==> src/rtl/axis_skid_buffer.sv <==
// Two-entry skid buffer (main + skid register) for a flattened AXI-Stream
// payload. One cycle of latency, full throughput, and an upstream ready that
// comes straight from a flop so there is no combinational path from i_ready.
module axis_skid_buffer #(
    parameter int WIDTH = 8
) (
    input  logic             clk,
    input  logic             rst,
    input  logic [WIDTH-1:0] i_data,
    input  logic             i_valid,
    output logic             o_ready,
    output logic [WIDTH-1:0] o_data,
    output logic             o_valid,
    input  logic             i_ready
);

    logic             r_main_valid;
    logic [WIDTH-1:0] r_main_data;
    logic             r_skid_valid;
    logic [WIDTH-1:0] r_skid_data;
    logic             r_ready;

    logic             w_in_acc;
    logic             w_main_free;
    logic             w_skid_valid_nxt;

    // Upstream ready is low exactly when the skid entry is occupied, so an
    // accepted beat always has somewhere to land.
    assign w_in_acc         = i_valid & r_ready;
    assign w_main_free      = ~r_main_valid | i_ready;
    assign w_skid_valid_nxt = w_main_free ? 1'b0 : (r_skid_valid | w_in_acc);

    assign o_ready = r_ready;
    assign o_valid = r_main_valid;
    assign o_data  = r_main_data;

    // Main register feeds the output; skid catches a beat when the output stalls.
    always_ff @(posedge clk or posedge rst) begin
        if (rst) begin
            r_main_valid <= 1'b0;
            r_main_data  <= '0;
            r_skid_valid <= 1'b0;
            r_skid_data  <= '0;
            r_ready      <= 1'b0;
        end else begin
            if (w_main_free) begin
                if (r_skid_valid) begin
                    // Ready was low, so no new beat arrives while draining skid.
                    r_main_valid <= 1'b1;
                    r_main_data  <= r_skid_data;
                end else begin
                    r_main_valid <= w_in_acc;
                    if (w_in_acc) begin
                        r_main_data <= i_data;
                    end
                end
            end else if (w_in_acc) begin
                r_skid_data <= i_data;
            end
            r_skid_valid <= w_skid_valid_nxt;
            r_ready      <= ~w_skid_valid_nxt;
        end
    end

endmodule

==> config.mk <==
export PLATFORM = sky130hd
export DESIGN_NAME = axis_skid_buffer
export DESIGN_NICKNAME = d
export VERILOG_FILES = /design/src/rtl/axis_skid_buffer.sv
export SDC_FILE = /design/constraint.sdc
export NUM_CORES = 1
export LEC_CHECK = 0
export CAP_MARGIN = 30
export CORE_MARGIN = 2
export CORE_UTILIZATION = 30
export CTS_CLUSTER_DIAMETER = 50
export DETAILED_ROUTE_END_ITERATION = 16
export GPL_ROUTABILITY_DRIVEN = 0
export SLEW_MARGIN = 20
export SYNTH_ARGS = -nofsm -noshare
export SYNTH_HDL_FRONTEND = slang
export SYNTH_SLANG_ARGS = --single-unit
==> constraint.sdc <==
create_clock -name clk -period 1.53 [get_ports clk]
set_input_delay 0.3825 -clock clk [delete_from_list [all_inputs] [get_ports clk]]
set_output_delay 0.3825 -clock clk [all_outputs]
set_load 0.02 [all_outputs]
* After elaboration in Yosys (flattened, before gate mapping)
Cells that the tools add are included.
** Word-level totals
- Register bits after elaboration :: 19
- Input bits :: 12
- Output and inout port bits :: 10
- Word-level logic and storage cells :: 18
** Cells by class
- Muxes and demuxes :: 4
- Bitwise logic cells :: 6
- Reduce and logical (&&, ||, !) cells :: 3
** Operators by type and width (number)
- $mux W8 :: 2
- $reduce_and A2 Y1 :: 2
- $not A1 Y1 :: 3
- $mux W1 :: 2
- $or A1 B1 Y1 :: 2
- $reduce_bool A2 Y1 :: 1
- $and A1 B1 Y1 :: 1

* Longest topological paths before layout
- Depth in word-level cells :: 4
- Gate-level depth with buffers :: 4
- Depth with buffers taken out :: 3

* Least setup slack after synthesis
OpenSTA, ideal clock, no wires.
- Path kind :: register -> register
- From :: register r_ready (netlist: o_ready)
- To :: register r_main_data[0] (netlist: o_data[0])
- Library setup time :: 0.125 ns
- Data arrival time :: 1.162 ns
- Data required time :: 1.405 ns
- Path slack :: 0.243 ns
- Cell stages (with the launch flop) :: 4
- Path buffers :: 0
- Cells stage by stage :: dfrtp_1 a21oi_4 nor2_4 mux2_2
** Between the ends
- Word-level cells in the longest chain between the ends :: 3
** Ends and longest elaborated chain
- start, declared :: line 21 : logic r_ready;
- start signal, assigned :: line 61 : r_ready <= ~w_skid_valid_nxt;
- $and A1 B1 Y1 :: line 29 : assign w_in_acc = i_valid & r_ready;
- $reduce_bool A2 Y1 (no line)
- $reduce_and A2 Y1 (no line)
- end signal, assigned :: line 50 : r_main_data <= r_skid_data;
- end signal, assigned :: line 54 : r_main_data <= i_data;
- end, declared :: line 18 : logic [WIDTH-1:0] r_main_data;
Every way passes these cells.
A chain may end at the register's enable or synchronous reset.

* Worst setup path in the final report
- From :: input i_valid
- To :: register r_main_data[3] (netlist: o_data[3])
** Between the ends
- Word-level cells in the longest chain between the ends :: 3
** Ends and longest elaborated chain
- start, declared :: line 10 : input logic i_valid,
- $and A1 B1 Y1 :: line 29
- $reduce_bool A2 Y1 (no line)
- $reduce_and A2 Y1 (no line)
Every way passes these cells.

==> impl_results.md <==
- FP Rows: 19
- DRT iter0 DRCs: 5
- Deepest level of the CTS H-tree: 1
- PwrDens: 1250 nW/um2
- Critical path arrival: 1.59 ns
- Global-route wire length before repair: 2559 um
- CP max stage cell: clkdlybuf4s50_1
- Full die area: 3363 um2
- Max clock buf depth: 2
- CORE AREA: 2758 um2
- Sequential share of the synthesized area: 54.36%
- WS Path Type: primary input to flop
- Share of layout cells above drive strength 1: 44.58%
- DIE HEIGHT: 58.00 um
- Synth area leader: dfrtp_1
- Cell area after layout: 1171 um2
- Ports: 22
- Peak Freq: 708.9 MHz
- Vias per cell: 4.456
- Final nets: 96
- Area of the multi-input gates: 380.4 um2
- Vias in the first global route: 547
- Worst hold path class: primary input to asynchronous set/reset pin
- Avg WL per Cell: 12.48 um
- Post-synth EDFFs: 0
- Root buf cell: clkbuf_4
- Worst rel slew slack: 82.51%
- Postcts setup bufs: 0
- Syn Nets: 65
- Slew Limit Fails: 0
- Top-count cell post-synth: dfrtp_1
- Hold Fails Final Rpt: 0
- CTS tree: yes
- Top post-synthesis cells by count: dfrtp_1 (19), mux2_2 (15), mux2_4 (9)
- Synth area leaders: dfrtp_1 (54%), mux2_2 (19%), mux2_4 (15%), nand3_4 (2.0%), a21oi_4 (1.9%)
- Worst Clk Skew: 0.005907 ns
- Type of origin of the critical path: primary input
- Chip Width: 58.00 um
- WP buf/inv: 1
- Total Power: 0.001463 W
- Mean post-synth cell area: 16.50 um2
- Setup crit end kind: flop
- Iteration count of the initial detailed-routing pass: 4
- CP Data Required Time: 1.71 ns
- Share of the synthesized area in the top cell type: 54.36%
- GRT overflow: 0
- Clock Sinks: 19
- Diode count: 0
- Num CTS Buffers: 3
- RSZ-0062 raised after global routing: false
- VDD IR max: 868.8 uV
- Syn Inst Count: 53
- Distinct cells, synth: 12
- Yosys reg bits: 19
- # Max-Cap Violations: 0
- Initial core utilization: 31.72%
- Worst slew pin tran: 0.2617 ns
- Largest stage delay, worst path: 0.53 ns
- Post-DP HPWL: 1079 um
- Area growth, synth to finish: 33.91%
- Yosys warns: 0
- Pin count of the biggest net entering global routing: 20
- Status: finished, final reports clean
- Worst-path clk slew: 0.10 ns
- Top_reg_cell synth: dfrtp_1
- Storage cell area: 475.5 um2
- FFs w/ async S/R, synth: 100.0%
- Cells along the critical path: clkdlybuf4s50_1, a21oi_4, nor2_4, mux2_2
- GRT Util Overall: 10.35%
- Final Cycle Share: 92.20%
- Crit path max fanout: 8
- # port buffers: 21
- Routed Wire Length: 1423 um
- Fillers: 265
- Residual DRC count: 0
- Endpoints failing setup: 0
- Worst path top cell family by delay: buffers and inverters
- Via count: 508
- Post-route ant nets: 0
- Dpl cell area: 1157 um2
- Worst-Skew Late Latency: 0.29 ns
- Initial antenna violation count: 0
- Post-layout min period: 1.411 ns
- Leak pwr: 0.5282 nW
- Post-Synthesis Cell Area: 874.6 um2
## tightest hold or removal path, delay by kind of cell
| family | cells | cell delay [ns] |
|---|---|---|
| buffers and inverters | 3 | 0.70 |
## power breakdown
part	leakage, nW	internal, W	switching (W)
registers	0.222	0.000640	0.0000665
clock network	0.0150	0.000101	0.000142
logic	0.291	0.000288	0.000225
total	0.528	0.00103	0.000434
## layout by cell type, fill, tap and decap left out, drive strengths merged
cell	netlist	routed
dlygate4sd2	0	10
nor2	1	1
inv	2	2
buf	1	6
nand2b	1	1
clkbuf	0	4
dfrtp	19	19
or2b	1	1
nand2	1	1
a21oi	1	1
nor2b	1	1
mux2	24	24
clkdlybuf4s50	0	11
nand3	1	1
## cells by family (layout without fill, tap and decap cells)
group | after synthesis | count (layout) | synth area share (%)
AO/OA/AOI/OAI | 1 | 1 | 1.860
buffers and inverters | 3 | 33 | 2.146
flip-flops | 19 | 19 | 54.36
multiplexers | 24 | 24 | 34.76
AND/OR/NAND/NOR | 6 | 6 | 6.867
## final cells by class
type / instances / share of cell area [%]
Sequential cell: 19 / 40.60
Multi-Input combinational cell: 31 / 32.48
Timing Repair Buffer: 27 / 20.73
Tap cell: 31 / 3.312
Clock buffer: 4 / 2.244
Inverter: 2 / 0.6410
## flip-flops by register name, indices dropped and copies added (netlist names)
signal        cells
o_data            8
o_ready           1
r_skid_valid      1
o_valid           1
r_skid_data       8
## worst paths after layout
| path | startpoint | cells past startpoint | slack (ns) | end |
|---|---|---|---|---|
| setup / recovery | i_valid | 4 | 0.12 | o_data[3] |
| hold / removal | rst | 3 | 0.41 | r_skid_data[2] |
| setup reg to reg | r_skid_valid | 3 | 0.23 | o_data[3] |
| hold reg to reg | o_data[3] | 1 | 0.51 | o_data[3] |
| max in group asynchronous | rst | 3 | 0.91 | o_data[7] |
| min in group clk | o_data[3] | 1 | 0.51 | o_data[3] |
## routing by layer
layer  track usage (%)  routed length (um)
met4             4.983                  23
met3             4.241                  89
met2             16.72                 680
met5                 0                   0
met1             11.86                 629
## metrics by stage
step | TNS [ns] | instances | hold slack, ns | utilization (%) | worst slack, ns
after floorplan | 0 | 53 | 0.3336 | - | 0.2429
after global placement | -2.385 | 110 | 0.4871 | 41.97 | -0.1952
after detailed placement | -2.549 | 110 | 0.4939 | 41.97 | -0.2112
after CTS | 0 | 114 | 0.4052 | 42.47 | 0.1069
after global routing | 0 | 114 | 0.4075 | 42.47 | 0.06767
final | 0 | 114 | 0.4107 | 42.47 | 0.1193
## repair_timing
item,CTS,global route
gates resized for setup,10,0
endpoints found under the setup margin,10,0
hold buffers,0,0
No activity file was read; power rests on OpenSTA's default activity.
